**src/rtl/mc_pkg.sv**
```systemverilog
// Shared encodings for the multi-cycle MIPS32 control unit: states, mux selects,
// ALU operation codes, opcode/funct values and the instruction decode helpers.
package mc_pkg;

    typedef enum logic [2:0] {
        S_FETCH  = 3'd0,
        S_DECODE = 3'd1,
        S_EXEC   = 3'd2,
        S_MEM    = 3'd3,
        S_WB     = 3'd4,
        S_TRAP   = 3'd5
    } state_t;

    typedef enum logic [1:0] {
        TRAP_IRQ = 2'd0,
        TRAP_EXC = 2'd1,
        TRAP_BUS = 2'd2
    } trap_t;

    localparam logic [2:0] PCSRC_PC4    = 3'd0;
    localparam logic [2:0] PCSRC_BRANCH = 3'd1;
    localparam logic [2:0] PCSRC_JUMP   = 3'd2;
    localparam logic [2:0] PCSRC_JR     = 3'd3;
    localparam logic [2:0] PCSRC_IRQ    = 3'd4;
    localparam logic [2:0] PCSRC_EXC    = 3'd5;
    localparam logic [2:0] PCSRC_BUSERR = 3'd6;

    localparam logic [1:0] REGDST_RD = 2'd0;
    localparam logic [1:0] REGDST_RT = 2'd1;
    localparam logic [1:0] REGDST_RA = 2'd2;
    localparam logic [1:0] REGDST_K0 = 2'd3;

    localparam logic [1:0] MEMTOREG_ALU = 2'd0;
    localparam logic [1:0] MEMTOREG_MEM = 2'd1;
    localparam logic [1:0] MEMTOREG_PC  = 2'd2;
    localparam logic [1:0] MEMTOREG_LUI = 2'd3;

    localparam logic [5:0] ALU_ADD = 6'b000000;
    localparam logic [5:0] ALU_SUB = 6'b000001;
    localparam logic [5:0] ALU_AND = 6'b011000;
    localparam logic [5:0] ALU_OR  = 6'b011110;
    localparam logic [5:0] ALU_XOR = 6'b010110;
    localparam logic [5:0] ALU_NOR = 6'b010001;
    localparam logic [5:0] ALU_SLL = 6'b100000;
    localparam logic [5:0] ALU_SRL = 6'b100001;
    localparam logic [5:0] ALU_SRA = 6'b100011;
    localparam logic [5:0] ALU_LT  = 6'b110101;
    localparam logic [5:0] ALU_EQ  = 6'b110011;
    localparam logic [5:0] ALU_NE  = 6'b110001;
    localparam logic [5:0] ALU_LEZ = 6'b111101;
    localparam logic [5:0] ALU_GTZ = 6'b111111;
    localparam logic [5:0] ALU_LTZ = 6'b111011;

    localparam logic [5:0] OP_RTYPE  = 6'h00;
    localparam logic [5:0] OP_REGIMM = 6'h01;
    localparam logic [5:0] OP_J      = 6'h02;
    localparam logic [5:0] OP_JAL    = 6'h03;
    localparam logic [5:0] OP_BEQ    = 6'h04;
    localparam logic [5:0] OP_BNE    = 6'h05;
    localparam logic [5:0] OP_BLEZ   = 6'h06;
    localparam logic [5:0] OP_BGTZ   = 6'h07;
    localparam logic [5:0] OP_ADDI   = 6'h08;
    localparam logic [5:0] OP_ADDIU  = 6'h09;
    localparam logic [5:0] OP_SLTI   = 6'h0A;
    localparam logic [5:0] OP_SLTIU  = 6'h0B;
    localparam logic [5:0] OP_ANDI   = 6'h0C;
    localparam logic [5:0] OP_LUI    = 6'h0F;
    localparam logic [5:0] OP_LW     = 6'h23;
    localparam logic [5:0] OP_SW     = 6'h2B;

    localparam logic [5:0] FN_SLL  = 6'h00;
    localparam logic [5:0] FN_SRL  = 6'h02;
    localparam logic [5:0] FN_SRA  = 6'h03;
    localparam logic [5:0] FN_JR   = 6'h08;
    localparam logic [5:0] FN_JALR = 6'h09;
    localparam logic [5:0] FN_ADD  = 6'h20;
    localparam logic [5:0] FN_ADDU = 6'h21;
    localparam logic [5:0] FN_SUB  = 6'h22;
    localparam logic [5:0] FN_SUBU = 6'h23;
    localparam logic [5:0] FN_AND  = 6'h24;
    localparam logic [5:0] FN_OR   = 6'h25;
    localparam logic [5:0] FN_XOR  = 6'h26;
    localparam logic [5:0] FN_NOR  = 6'h27;
    localparam logic [5:0] FN_SLT  = 6'h2A;

    typedef struct packed {
        logic [5:0] fun;
        logic       src1;
        logic       src2;
        logic       ext;
    } alu_ctl_t;

    function automatic logic is_legal(input logic [5:0] op, input logic [5:0] fn);
        if (op == OP_RTYPE)
            return fn inside {FN_SLL, FN_SRL, FN_SRA, FN_JR, FN_JALR, [FN_ADD:FN_NOR], FN_SLT};
        return op inside {[OP_REGIMM:OP_ANDI], OP_LUI, OP_LW, OP_SW};
    endfunction

    // Shifts take shamt on operand 1; immediates on operand 2, sign-extended except andi/lui.
    function automatic alu_ctl_t decode_alu(input logic [5:0] op, input logic [5:0] fn);
        alu_ctl_t c;
        c.fun  = ALU_ADD;
        c.src1 = 1'b0;
        c.src2 = 1'b0;
        c.ext  = 1'b0;
        case (op)
            OP_RTYPE: begin
                case (fn)
                    FN_SLL:          begin c.fun = ALU_SLL; c.src1 = 1'b1; end
                    FN_SRL:          begin c.fun = ALU_SRL; c.src1 = 1'b1; end
                    FN_SRA:          begin c.fun = ALU_SRA; c.src1 = 1'b1; end
                    FN_SUB, FN_SUBU: c.fun = ALU_SUB;
                    FN_AND:          c.fun = ALU_AND;
                    FN_OR:           c.fun = ALU_OR;
                    FN_XOR:          c.fun = ALU_XOR;
                    FN_NOR:          c.fun = ALU_NOR;
                    FN_SLT:          c.fun = ALU_LT;
                    default:         c.fun = ALU_ADD;
                endcase
            end
            OP_REGIMM: begin c.fun = ALU_LTZ; c.ext = 1'b1; end
            OP_BEQ:    begin c.fun = ALU_EQ;  c.ext = 1'b1; end
            OP_BNE:    begin c.fun = ALU_NE;  c.ext = 1'b1; end
            OP_BLEZ:   begin c.fun = ALU_LEZ; c.ext = 1'b1; end
            OP_BGTZ:   begin c.fun = ALU_GTZ; c.ext = 1'b1; end
            OP_ADDI, OP_ADDIU, OP_LW, OP_SW: begin c.src2 = 1'b1; c.ext = 1'b1; end
            OP_SLTI, OP_SLTIU: begin c.fun = ALU_LT; c.src2 = 1'b1; c.ext = 1'b1; end
            OP_ANDI:   begin c.fun = ALU_AND; c.src2 = 1'b1; end
            OP_LUI:    c.src2 = 1'b1;
            default:   c.fun = ALU_ADD;
        endcase
        return c;
    endfunction

endpackage

```
**src/rtl/irq_prio_arb.sv**
```systemverilog
// Combinational masked priority encoder: the lowest-numbered pending line wins.
module irq_prio_arb #(
    parameter int NUM_IRQ = 4,
    parameter int ID_W    = (NUM_IRQ > 1) ? $clog2(NUM_IRQ) : 1
) (
    input  logic [NUM_IRQ-1:0] req,
    input  logic [NUM_IRQ-1:0] mask,
    input  logic               block,
    output logic               valid,
    output logic [ID_W-1:0]    id
);

    logic [NUM_IRQ-1:0] pend;

    assign pend = req & mask & {NUM_IRQ{~block}};

    // Scan from the top down so the lowest set index is the last one written.
    always_comb begin
        valid = 1'b0;
        id    = '0;
        for (int i = NUM_IRQ - 1; i >= 0; i--) begin
            if (pend[i]) begin
                valid = 1'b1;
                id    = ID_W'(i);
            end
        end
    end

endmodule

```
**src/rtl/mc_control.sv**
```systemverilog
// Multi-cycle MIPS32 control FSM with masked IRQ entry and a memory-ready handshake.
// Define MC_MEM_TIMEOUT_EN to add a mem_ready watchdog that traps to the bus-error vector.
module mc_control
    import mc_pkg::*;
#(
    parameter int NUM_IRQ        = 4,
    parameter int IRQ_ID_W       = (NUM_IRQ > 1) ? $clog2(NUM_IRQ) : 1,
    parameter int TIMEOUT_CYCLES = 16
) (
    input  logic                clk,
    input  logic                reset,
    input  logic [5:0]          opcode,
    input  logic [5:0]          funct,
    input  logic [NUM_IRQ-1:0]  irq,
    input  logic [NUM_IRQ-1:0]  irq_mask,
    input  logic                ker,
    input  logic                mem_ready,
    output logic [2:0]          state,
    output logic                pc_wr,
    output logic                ir_wr,
    output logic                reg_wr,
    output logic                mem_rd,
    output logic                mem_wr,
    output logic [2:0]          pc_src,
    output logic [1:0]          reg_dst,
    output logic [1:0]          mem_to_reg,
    output logic [5:0]          alu_fun,
    output logic                alu_src1,
    output logic                alu_src2,
    output logic                ext_op,
    output logic                irq_take,
    output logic [IRQ_ID_W-1:0] irq_id
);

    state_t                state_q, state_n;
    trap_t                 trap_q, trap_n;
    logic [5:0]            op_q, fn_q;
    logic                  fetch_wait_q;
    logic [IRQ_ID_W-1:0]   irq_id_q;
    logic                  irq_valid, irq_enter;
    logic [IRQ_ID_W-1:0]   arb_id;
    logic                  timeout;
    alu_ctl_t              actl;

    irq_prio_arb #(.NUM_IRQ(NUM_IRQ), .ID_W(IRQ_ID_W)) u_arb (
        .req   (irq),
        .mask  (irq_mask),
        .block (ker),
        .valid (irq_valid),
        .id    (arb_id)
    );

`ifdef MC_MEM_TIMEOUT_EN
    localparam int TO_W = $clog2(TIMEOUT_CYCLES + 1);
    logic [TO_W-1:0] stall_q;

    assign timeout = (stall_q == TO_W'(TIMEOUT_CYCLES));

    // Counts consecutive stalled cycles within one FETCH or MEM visit.
    always_ff @(posedge clk) begin
        if (reset)
            stall_q <= '0;
        else if ((state_q == S_FETCH || state_q == S_MEM) && !mem_ready && state_n == state_q)
            stall_q <= stall_q + 1'b1;
        else
            stall_q <= '0;
    end
`else
    logic unused_timeout_cfg;
    assign timeout            = 1'b0;
    assign unused_timeout_cfg = (TIMEOUT_CYCLES > 0);
`endif

    assign actl   = decode_alu(op_q, fn_q);
    assign state  = state_q;
    assign irq_id = irq_id_q;

    // Decode fields are captured at DECODE so they stay fixed until the instruction retires.
    always_ff @(posedge clk) begin
        if (reset) begin
            state_q      <= S_FETCH;
            trap_q       <= TRAP_IRQ;
            op_q         <= '0;
            fn_q         <= '0;
            fetch_wait_q <= 1'b0;
            irq_id_q     <= '0;
        end else begin
            state_q      <= state_n;
            fetch_wait_q <= (state_q == S_FETCH) && (state_n == S_FETCH);
            if (state_q == S_DECODE) begin
                op_q <= opcode;
                fn_q <= funct;
            end
            if (state_n == S_TRAP)
                trap_q <= trap_n;
            if (irq_enter)
                irq_id_q <= arb_id;
        end
    end

    always_comb begin
        state_n    = state_q;
        trap_n     = TRAP_IRQ;
        irq_enter  = 1'b0;
        pc_wr      = 1'b0;
        ir_wr      = 1'b0;
        reg_wr     = 1'b0;
        mem_rd     = 1'b0;
        mem_wr     = 1'b0;
        pc_src     = PCSRC_PC4;
        reg_dst    = REGDST_RD;
        mem_to_reg = MEMTOREG_ALU;
        alu_fun    = ALU_ADD;
        alu_src1   = 1'b0;
        alu_src2   = 1'b0;
        ext_op     = 1'b0;
        irq_take   = 1'b0;
        if (state_q == S_EXEC || state_q == S_MEM || state_q == S_WB) begin
            alu_fun  = actl.fun;
            alu_src1 = actl.src1;
            alu_src2 = actl.src2;
            ext_op   = actl.ext;
        end
        case (state_q)
            // Interrupts are only looked at on the first FETCH cycle, never mid-read.
            S_FETCH: begin
                if (!fetch_wait_q && irq_valid) begin
                    irq_enter = 1'b1;
                    trap_n    = TRAP_IRQ;
                    state_n   = S_TRAP;
                end else if (timeout) begin
                    trap_n  = TRAP_BUS;
                    state_n = S_TRAP;
                end else begin
                    mem_rd = 1'b1;
                    if (mem_ready) begin
                        ir_wr   = 1'b1;
                        pc_wr   = 1'b1;
                        state_n = S_DECODE;
                    end
                end
            end
            S_DECODE: begin
                if (is_legal(opcode, funct)) begin
                    state_n = S_EXEC;
                end else begin
                    trap_n  = TRAP_EXC;
                    state_n = S_TRAP;
                end
            end
            S_EXEC: begin
                if (op_q == OP_REGIMM || (op_q >= OP_BEQ && op_q <= OP_BGTZ)) begin
                    pc_wr   = 1'b1;
                    pc_src  = PCSRC_BRANCH;
                    state_n = S_FETCH;
                end else if (op_q == OP_J || op_q == OP_JAL) begin
                    pc_wr      = 1'b1;
                    pc_src     = PCSRC_JUMP;
                    reg_wr     = (op_q == OP_JAL);
                    reg_dst    = REGDST_RA;
                    mem_to_reg = MEMTOREG_PC;
                    state_n    = S_FETCH;
                end else if (op_q == OP_RTYPE && (fn_q == FN_JR || fn_q == FN_JALR)) begin
                    pc_wr      = 1'b1;
                    pc_src     = PCSRC_JR;
                    reg_wr     = (fn_q == FN_JALR);
                    reg_dst    = REGDST_RD;
                    mem_to_reg = MEMTOREG_PC;
                    state_n    = S_FETCH;
                end else if (op_q == OP_LW || op_q == OP_SW) begin
                    state_n = S_MEM;
                end else begin
                    state_n = S_WB;
                end
            end
            S_MEM: begin
                if (timeout) begin
                    trap_n  = TRAP_BUS;
                    state_n = S_TRAP;
                end else begin
                    mem_rd = (op_q == OP_LW);
                    mem_wr = (op_q != OP_LW);
                    if (mem_ready)
                        state_n = (op_q == OP_LW) ? S_WB : S_FETCH;
                end
            end
            S_WB: begin
                reg_wr     = 1'b1;
                reg_dst    = (op_q == OP_RTYPE) ? REGDST_RD : REGDST_RT;
                mem_to_reg = (op_q == OP_LW)  ? MEMTOREG_MEM :
                             (op_q == OP_LUI) ? MEMTOREG_LUI : MEMTOREG_ALU;
                state_n    = S_FETCH;
            end
            S_TRAP: begin
                pc_wr      = 1'b1;
                reg_wr     = 1'b1;
                reg_dst    = REGDST_K0;
                mem_to_reg = MEMTOREG_PC;
                case (trap_q)
                    TRAP_IRQ: begin pc_src = PCSRC_IRQ; irq_take = 1'b1; end
                    TRAP_EXC: pc_src = PCSRC_EXC;
                    default:  pc_src = PCSRC_BUSERR;
                endcase
                state_n = S_FETCH;
            end
            default: state_n = S_FETCH;
        endcase
        // A reset cycle must never let a half-finished instruction write anything.
        if (reset) begin
            pc_wr      = 1'b0;
            ir_wr      = 1'b0;
            reg_wr     = 1'b0;
            mem_rd     = 1'b0;
            mem_wr     = 1'b0;
            pc_src     = PCSRC_PC4;
            reg_dst    = REGDST_RD;
            mem_to_reg = MEMTOREG_ALU;
            alu_fun    = ALU_ADD;
            alu_src1   = 1'b0;
            alu_src2   = 1'b0;
            ext_op     = 1'b0;
            irq_take   = 1'b0;
        end
    end

endmodule

```
**config.mk**
```make
export PLATFORM = sky130hd
export DESIGN_NAME = mc_control
export DESIGN_NICKNAME = d
export VERILOG_FILES = /design/src/rtl/mc_pkg.sv /design/src/rtl/irq_prio_arb.sv /design/src/rtl/mc_control.sv
export SDC_FILE = /design/constraint.sdc
export NUM_CORES = 1
export LEC_CHECK = 0
export CORE_MARGIN = 3
export CORE_UTILIZATION = 43
export DETAILED_ROUTE_END_ITERATION = 10
export HOLD_SLACK_MARGIN = 0.08
export MAX_ROUTING_LAYER = met4
export PLACE_DENSITY = 0.76
export SYNTH_ARGS = -nofsm -noshare
export SYNTH_HDL_FRONTEND = slang
export SYNTH_SLANG_ARGS = --single-unit
```
**constraint.sdc**
```tcl
create_clock -name clk -period 1.4 [get_ports clk]
set_clock_uncertainty 0.05 [all_clocks]
set_input_delay 0.14 -clock clk [delete_from_list [all_inputs] [get_ports clk]]
set_output_delay 0.14 -clock clk [all_outputs]
set_load 0.03 [all_outputs]
```
==> out/qor.csv, run 1 <==
stage,metric,value,unit
run_status,status,stopped before the end,
run_status,stage where the run ended,global routing,
run_status,first error,"[ERROR DPL-0038] Utilization greater than 100%, impossible to legalize",
logic_synthesis,syn avg cell area,6.70,sq um
place,DP Area,0.00288,sq mm
logic_synthesis,Post-synth EDFFs,0,
place,hpwl dp,4310,um
sta,"Worst endpoint, post-GRT repair",alu_fun[2],
cts,H-Tree Depth,1,
floorplanning,Die Wd,68.3,um
logic_synthesis,largest area contributor in the netlist,dfxtp_1,
place,number of buffers added on ports,50,
logic_synthesis,register area share after synthesis,22.8,%
logic_synthesis,post-synth top area share,22.8,%
logic_synthesis,net count after synthesis,273,
logic_synthesis,"top cells by count, synth","nand2_1 (45), a21oi_1 (28), nor2_1 (21)",
logic_synthesis,Yosys reg bits,19,
logic_synthesis,synthesis warning total,0,
cts,clk buf depth,2,
global_route,pin count of the biggest net entering global routing,21,
logic_synthesis,Gate Count Post-Synth,249,
logic_synthesis,ys async rst share,0,%
place,placer congestion estimate,0.847,
logic_synthesis,"Distinct cells, synth",49,
floorplanning,# IOs,51,
floorplanning,# rows,22,
floorplanning,die height,68.3,um
floorplanning,Starting Density,45.3,%
sta,Worst EP kind,output port,
logic_synthesis,most numerous cell in the Yosys netlist,nand2_1,
logic_synthesis,mapped cell area,0.00167,sq mm
cts,clk root buf,clkbuf_8,
logic_synthesis,top_reg_cell synth,dfxtp_1,
logic_synthesis,Area contributors post-synth,"dfxtp_1 (23%), nand2_1 (10%), a21oi_1 (8.4%)",
cts,clk sinks,19,
cts,total CTS buffers,3,
## what timing repair did
action | CTS
gates cloned | 3
endpoints found under the setup margin | 43
hold buffers | 0
pin swaps | 36
resized for setup | 116
hold endpoints to repair | 0
setup buffers | 40
## kinds of logic after synthesis
logic type | synth area share (%)
compound gates | 26.0
xor+xnor | 1.57
buf+inv | 6.67
flops | 22.8
mux | 1.20
simple gates | 41.8
## per-stage QoR
stage | setup slack (ps) | cells | setup TNS, ps | util, %
2_1_floorplan | -274 | 249 | -3460 | -
3_3_place_gp | -433 | 392 | -8600 | 78.2
3_5_place_dp | -485 | 392 | -9650 | 78.2
4_1_cts | -590 | 431 | -12720 | 96.1
==> run 2: changes to the inputs <==
Settings changed: CORE_UTILIZATION 43 to 36, HOLD_SLACK_MARGIN 0.08 to unset, MAX_ROUTING_LAYER met4 to unset, PLACE_DENSITY 0.76 to unset, PLACE_DENSITY_LB_ADDON set to 0.15.
Clock period 1.4 ns to 1.8 ns, I/O delays scaled along.
==> out/qor.csv, run 2 <==
stage,metric,value,unit,change
sta,worst rel slew slack,73.4,%,
cts,clk root buf,clkbuf_8,,
power_and_ir_drop,Pleak,1.20,nW,
place,number of buffers added on ports,50,,unchanged
global_route,pin count of the biggest net entering global routing,17,,
route,mean routed wirelength per cell,15.4,um,
global_route,first-pass GRT wire length,9130,um,
logic_synthesis,top_reg_cell synth,dfxtp_1,,
cells_and_area,multi-input combinational cell area,0.00162,sq mm,
floorplanning,Die Wd,74.1,um,+8.5%
route,First-pass DRT Iterations,5,,
critical_path,kind of critical path,register to output pin,,
sta,Worst-Margin Slew,398,ps,
cells_and_area,"commonest cells after routing, fill and taps aside","buf_4 (62), nand2_1 (39), clkdlybuf4s50_1 (22)",,
logic_synthesis,register area share after synthesis,22.8,%,unchanged
floorplanning,Core Box Area,0.00441,sq mm,
cts,Clock Pin Slew Worst Setup and Hold Paths,70,ps,
floorplanning,die height,74.1,um,+8.5%
cts,worst skew pair latency,250,ps,
logic_synthesis,syn avg cell area,6.70,sq um,unchanged
sta,WHS,315,ps,
cts,clk buf depth,2,,unchanged
route,DRT antenna net count,0,,
floorplanning,# IOs,51,,unchanged
cells_and_area,P&R area growth vs syn,89.4,%,
power_and_ir_drop,Pwr per Cell Area,613,mW/mm^2,
critical_path,Critical Path Fanout Max,5,,
cells_and_area,share of cells above drive strength 1,50.6,%,
route,Initial DRC Count,65,,
logic_synthesis,synthesis warning total,0,,unchanged
critical_path,CP arrival,1770,ps,
cts,CTS Hold Bufs,0,,unchanged
route,vias,2209,,
run_status,failing checks,negative setup slack,,
sta,Fmax achieved,499,MHz,
sta,Fin. Hold Viols,0,,
route,final WL,6100,um,
sta,"Slew Viols, Final",0,,
logic_synthesis,Yosys reg bits,19,,unchanged
global_route,GRT overflow,0,,
place,placer congestion estimate,0.906,,+6.9%
power_and_ir_drop,VDD IR-drop max,0.000464,V,
cells_and_area,diodes inserted,0,,
global_route,vias in the first global route,2048,,
sta,Final Setup Violations,16,,
run_status,status,"finished, violations left",,
critical_path,critical path launch point type,register,,
global_route,initial antenna violation count,0,,
logic_synthesis,Gate Count Post-Synth,249,,unchanged
logic_synthesis,"top cells by count, synth","nand2_1 (45), a21oi_1 (28), nor2_1 (21)",,
floorplanning,Starting Density,37.8,%,-7.4 points
critical_path,Critical Path RT,1570,ps,
logic_synthesis,post-synth top area share,22.8,%,unchanged
floorplanning,die area,0.00549,sq mm,
floorplanning,# rows,24,,+9.1%
cts,total CTS buffers,3,,unchanged
logic_synthesis,most numerous cell in the Yosys netlist,nand2_1,,
cells_and_area,final core utilization,71.6,%,
global_route,overall routing resource usage,20.6,%,
hold_path,class of the tightest hold or removal check,input pin to register,,
logic_synthesis,net count after synthesis,273,,unchanged
sta,fin crit share,111,%,
logic_synthesis,largest area contributor in the netlist,dfxtp_1,,
critical_path,critical path endpoint category,output pin,,
sta,Tmin final,2000,ps,
logic_synthesis,"Distinct cells, synth",49,,unchanged
cts,clk sinks,19,,unchanged
logic_synthesis,mapped cell area,0.00167,sq mm,unchanged
cells_and_area,register area,413,sq um,
route,detailed-route DRC error count,0,,
cts,CTS tree,built,,
logic_synthesis,ys async rst share,0,%,unchanged
cells_and_area,"commonest non-fill, non-tap cell in the layout",buf_4,,
sta,worst setup margin,-203,ps,
sta,unrepaired setup endpoints after global routing,yes,,
logic_synthesis,Post-synth EDFFs,0,,unchanged
logic_synthesis,Area contributors post-synth,"dfxtp_1 (23%), nand2_1 (10%), a21oi_1 (8.4%)",,
place,hpwl dp,4020,um,-6.6%
route,Vias/cell,5.58,,
cells_and_area,fillcell total,349,,
run,# Max-Cap Violations,0,,
cts,H-Tree Depth,1,,unchanged
cells_and_area,nets@finish,369,,
==> run 2: timing repair <==
item                                    CTS  global route
setup buffers                             9             3
endpoints found under the setup margin   17            34
gates resized for setup                  63            56
pin swaps                                23            16
==> run 2: cell type report <==
class / instances / share of cell area [%]
inverter: 3 / 0.356
sequential: 19 / 13.1
clock buffer: 3 / 1.31
clock inverter: 1 / 0.158
multi-input combinational: 206 / 51.1
timing repair buffer: 112 / 31.9
tap: 52 / 2.06
==> run 2: power by group <==
group          switching [mW]  total [mW]  internal (mW)  leakage, nW
combinational           0.586        1.12          0.537         1.02
sequential             0.0641       0.528          0.464        0.162
clock                   0.134       0.288          0.153       0.0255
==> run 2: cell families (layout without fill, tap and decap cells) <==
kind of cell / after synthesis / in the layout / synth area share, %
multiplexers: 2 / 2 / 1.20
AND/OR/NAND/NOR: 131 / 131 / 41.8
XOR/XNOR: 3 / 3 / 1.57
flip-flops: 19 / 19 / 22.8
buffers and inverters: 24 / 119 / 6.67
AO/OA/AOI/OAI: 70 / 70 / 26.0
==> run 2: worst paths after layout <==
check / startpoint / to / slack (ps) / cells after the start
max: fn_q[2]$_SDFFE_PP0N_ / alu_fun[2] / -200 / 7
min: irq_mask[3] / irq_id[0]$_SDFFE_PP0P_ / 320 / 5
max reg2reg: op_q[4]$_SDFFE_PP0N_ / state[1]$_SDFF_PP0_ / 140 / 5
min reg2reg: irq_id[1]$_SDFFE_PP0P_ / irq_id[1]$_SDFFE_PP0P_ / 410 / 2
==> run 2: critical path, stage by stage, from the launching register on <==
cell	delay [ps]
dfxtp_1	310
buf_4	160
nor3b_4	210
o21ai_1	120
a211oi_4	300
nand3_2	140
a21oi_4	140
buf_6	140
==> run 2: per-layer routing <==
metal  wire (um)  vias to the layer above  share of wire [%]  track usage, %
met5           0                        -                  0               0
met4         147                        0                2.4            6.64
met3         270                       16                4.4            2.43
met2        3170                       66                 52            34.5
met1        2510                     1033                 41            27.4
li1            -                     1094                  -               -
==> run 2: through the flow <==
stage | worst slack [ps] | power, mW | std cells | cell area (sq um) | setup TNS, ps
2_1_floorplan | -311 | 1.02 | 249 | 1810 | -770
3_3_place_gp | -87.6 | 1.36 | 380 | 2590 | -354
3_5_place_dp | -126 | 1.37 | 380 | 2590 | -557
4_1_cts | -182 | 1.79 | 393 | 2900 | -1730
5_1_grt | -299 | 2.04 | 396 | 3160 | -2940
6_report | -203 | 1.94 | 396 | 3160 | -1690
No activity file was read; power rests on OpenSTA's default activity.
==> run 3: changes to the inputs <==
Settings changed: CORE_ASPECT_RATIO set to 1.1, SLEW_MARGIN set to 25.
==> out/qor.csv, run 3 (synthesized netlist as in run 2, its figures left out) <==
stage,metric,value,unit,change
route,Initial DRC Count,99,,+52%
cts,clk sinks,19,,unchanged
cells_and_area,"commonest cells after routing, fill and taps aside","buf_4 (66), nand2_1 (41), clkdlybuf4s50_1 (24)",,
cells_and_area,Post-Layout Cell Count,400,,+1.0%
power_and_ir_drop,Sw Ratio,39.9,%,-0.53 points
cells_and_area,multi-input combinational cell area,0.00155,sq mm,-4.4%
sta,unrepaired setup endpoints after global routing,yes,,
critical_path,Critical Path Fanout Max,4,,-1
floorplanning,die area,0.00549,sq mm,about the same
route,Vias/cell,5.37,,-3.7%
run_status,failing checks,negative setup slack,,
critical_path,kind of critical path,register to output pin,,
power_and_ir_drop,Pleak,1.16,nW,-3.7%
hold_path,Hold Startpoint,irq_mask[3],,
global_route,overall routing resource usage,20.3,%,-0.26 points
cts,H-Tree Depth,1,,unchanged
critical_path,worst-case reg-to-reg path depth,6,,+1
global_route,pin count of the biggest net entering global routing,23,,+6
hold_path,Worst Hold End,irq_id[0]$_SDFFE_PP0P_,,
power_and_ir_drop,Gate power share,56.7,%,-1.2 points
hold_path,hold path cells,5,,unchanged
place,number of buffers added on ports,50,,unchanged
cells_and_area,P&R area growth vs syn,85.9,%,
cells_and_area,share of cells above drive strength 1,46.8,%,-3.8 points
route,DRT antenna net count,0,,unchanged
power_and_ir_drop,clock power share,15.5,%,+0.7 points
route,mean routed wirelength per cell,14.4,um,-6.7%
route,detailed-route DRC error count,0,,unchanged
power_and_ir_drop,VDD IR-drop max,0.000495,V,+6.5%
place,dpl cells,382,,+0.53%
global_route,first-pass GRT wire length,9320,um,+2.1%
run,# Max-Cap Violations,0,,unchanged
floorplanning,# IOs,51,,unchanged
floorplanning,die height,77.4,um,+4.5%
cells_and_area,diodes inserted,0,,unchanged
cells_and_area,Final Cell Area,0.00310,sq mm,-1.8%
critical_path,critical path launch point type,register,,
sta,Worst-Margin Slew,382,ps,-15.3 ps
route,vias,2148,,-2.8%
route,First-pass DRT Iterations,4,,-1
floorplanning,Core Box Area,0.00438,sq mm,-0.79%
global_route,GRT overflow,0,,unchanged
power_and_ir_drop,sw power,0.761,mW,-2.9%
power_and_ir_drop,Power Internal,1.15,mW,-0.74%
cts,clk buf depth,2,,unchanged
critical_path,critical path endpoint category,output pin,,
cts,CTS tree,built,,
global_route,vias in the first global route,2052,,+0.20%
cells_and_area,nets@finish,371,,+0.54%
place,DP Area,0.00261,sq mm,+0.58%
route,final WL,5750,um,-5.8%
sta,Fin. Hold Viols,0,,unchanged
power_and_ir_drop,Reg power frac,27.8,%,+0.6 points
critical_path,worst r2r src,op_q[0]$_SDFFE_PP0N_,,
sta,worst setup margin,-196,ps,+7.17 ps
floorplanning,Die Wd,70.9,um,-4.3%
sta,Final Setup Violations,15,,-1
place,placer congestion estimate,0.845,,-6.7%
critical_path,reg2reg end,state[1]$_SDFF_PP0_,,
floorplanning,# rows,25,,+4.2%
cts,clk root buf,clkbuf_8,,
sta,Fmax achieved,501,MHz,+0.36%
power_and_ir_drop,overall power,1.91,mW,-1.6%
place,hpwl dp,4050,um,+0.67%
sta,worst rel slew slack,74.4,%,+1.0 points
floorplanning,Starting Density,38.1,%,+0.30 points
sta,Tmin final,2000,ps,-7.17 ps
cts,Clock Pin Slew Worst Setup and Hold Paths,70,ps,about the same
power_and_ir_drop,Pwr per Cell Area,615,mW/mm^2,+0.21%
cells_and_area,fillcell total,346,,-0.86%
critical_path,"setup slack, reg-to-reg",150,ps,about the same
cts,worst skew pair latency,260,ps,about the same
run_status,status,"finished, violations left",,
sta,fin crit share,111,%,-0.40 points
critical_path,Critical Path RT,1570,ps,about the same
sta,WHS,328,ps,+12.6 ps
hold_path,class of the tightest hold or removal check,input pin to register,,
cts,total CTS buffers,3,,unchanged
cells_and_area,"commonest non-fill, non-tap cell in the layout",buf_4,,
global_route,initial antenna violation count,0,,unchanged
critical_path,CP arrival,1770,ps,about the same
sta,"Slew Viols, Final",0,,unchanged
cells_and_area,register area,405,sq um,-1.8%
[run 3: cell types whose count changed in the layout (fill, tap and decap cells not counted), sizes merged]
cell and change:
dlygate4sd2 -2, clkdlybuf4s50 +2, clkbuf +1, clkinv -1, buf +2
[run 3: layer usage]
layer / GRT usage, % / wire [um] / vias to the layer above
met1: 25.5 / 2490 / 984
met3: 2.33 / 207 / 12
met5: 0 / 0 / -
met4: 6.20 / 100 / 0
met2: 36.0 / 2950 / 54
li1: - / - / 1098
[run 3: per-stage QoR]
| stage | setup WS [ps] | utilization (%) | TNS [ps] |
|---|---|---|---|
| after global placement | -78.1 | 59.5 | -424 |
| after floorplan | -311 | - | -770 |
| after CTS | -183 | 67.2 | -1850 |
| final | -196 | 70.9 | -1600 |
| after detailed placement | -118 | 59.5 | -592 |
| after global routing | -303 | 70.9 | -3350 |
[run 3: worst max-delay path by stage]
stage / from / endpoint / slack [ps] / depth (start not counted)
finish: op_q[2]$_SDFFE_PP0N_ / pc_src[0] / -200 / 7
global route: fn_q[3]$_SDFFE_PP0N_ / alu_fun[2] / -300 / 7
CTS: fn_q[2]$_SDFFE_PP0N_ / reg_wr / -180 / 6
detailed placement: opcode[0] / state[2]$_SDFF_PP0_ / -120 / 6
global placement: opcode[0] / state[2]$_SDFF_PP0_ / -80 / 6
floorplan: state[0]$_SDFF_PP0_ / mem_to_reg[0] / -310 / 3
[run 3: cell type report]
class	count	share of cell area, %
Clock buffer	4	1.45
Inverter	3	0.363
Multi-Input combinational cell	206	49.8
Sequential cell	19	13.1
Tap cell	54	2.18
Timing Repair Buffer	114	33.1
[run 3: power groups by stage]
stage | registers (mW) | clock network [mW] | logic (mW)
global placement | 0.521 | 0 | 0.848
global route | 0.536 | 0.321 | 1.17
finish | 0.530 | 0.296 | 1.08
detailed placement | 0.522 | 0 | 0.856
CTS | 0.520 | 0.300 | 1.00
floorplan | 0.510 | 0 | 0.512
[run 3: critical path: stages, from the launching register on]
cell and delay [ps]:
dfxtp_2 360, nor4_4 300, nand2_2 160, buf_4 180, o21ai_1 150, a32oi_1 90, nor2_2 120, buf_6 140
[run 3: timing repair]
| action | in CTS | in global routing |
|---|---|---|
| hold buffers | 0 | 0 |
| resized for setup | 59 | 37 |
| endpoints found under the setup margin | 21 | 36 |
| buffers inserted | 11 | 3 |
| hold endpoints to repair | 0 | 0 |
| pin swaps | 26 | 13 |
| cloned | 0 | 0 |
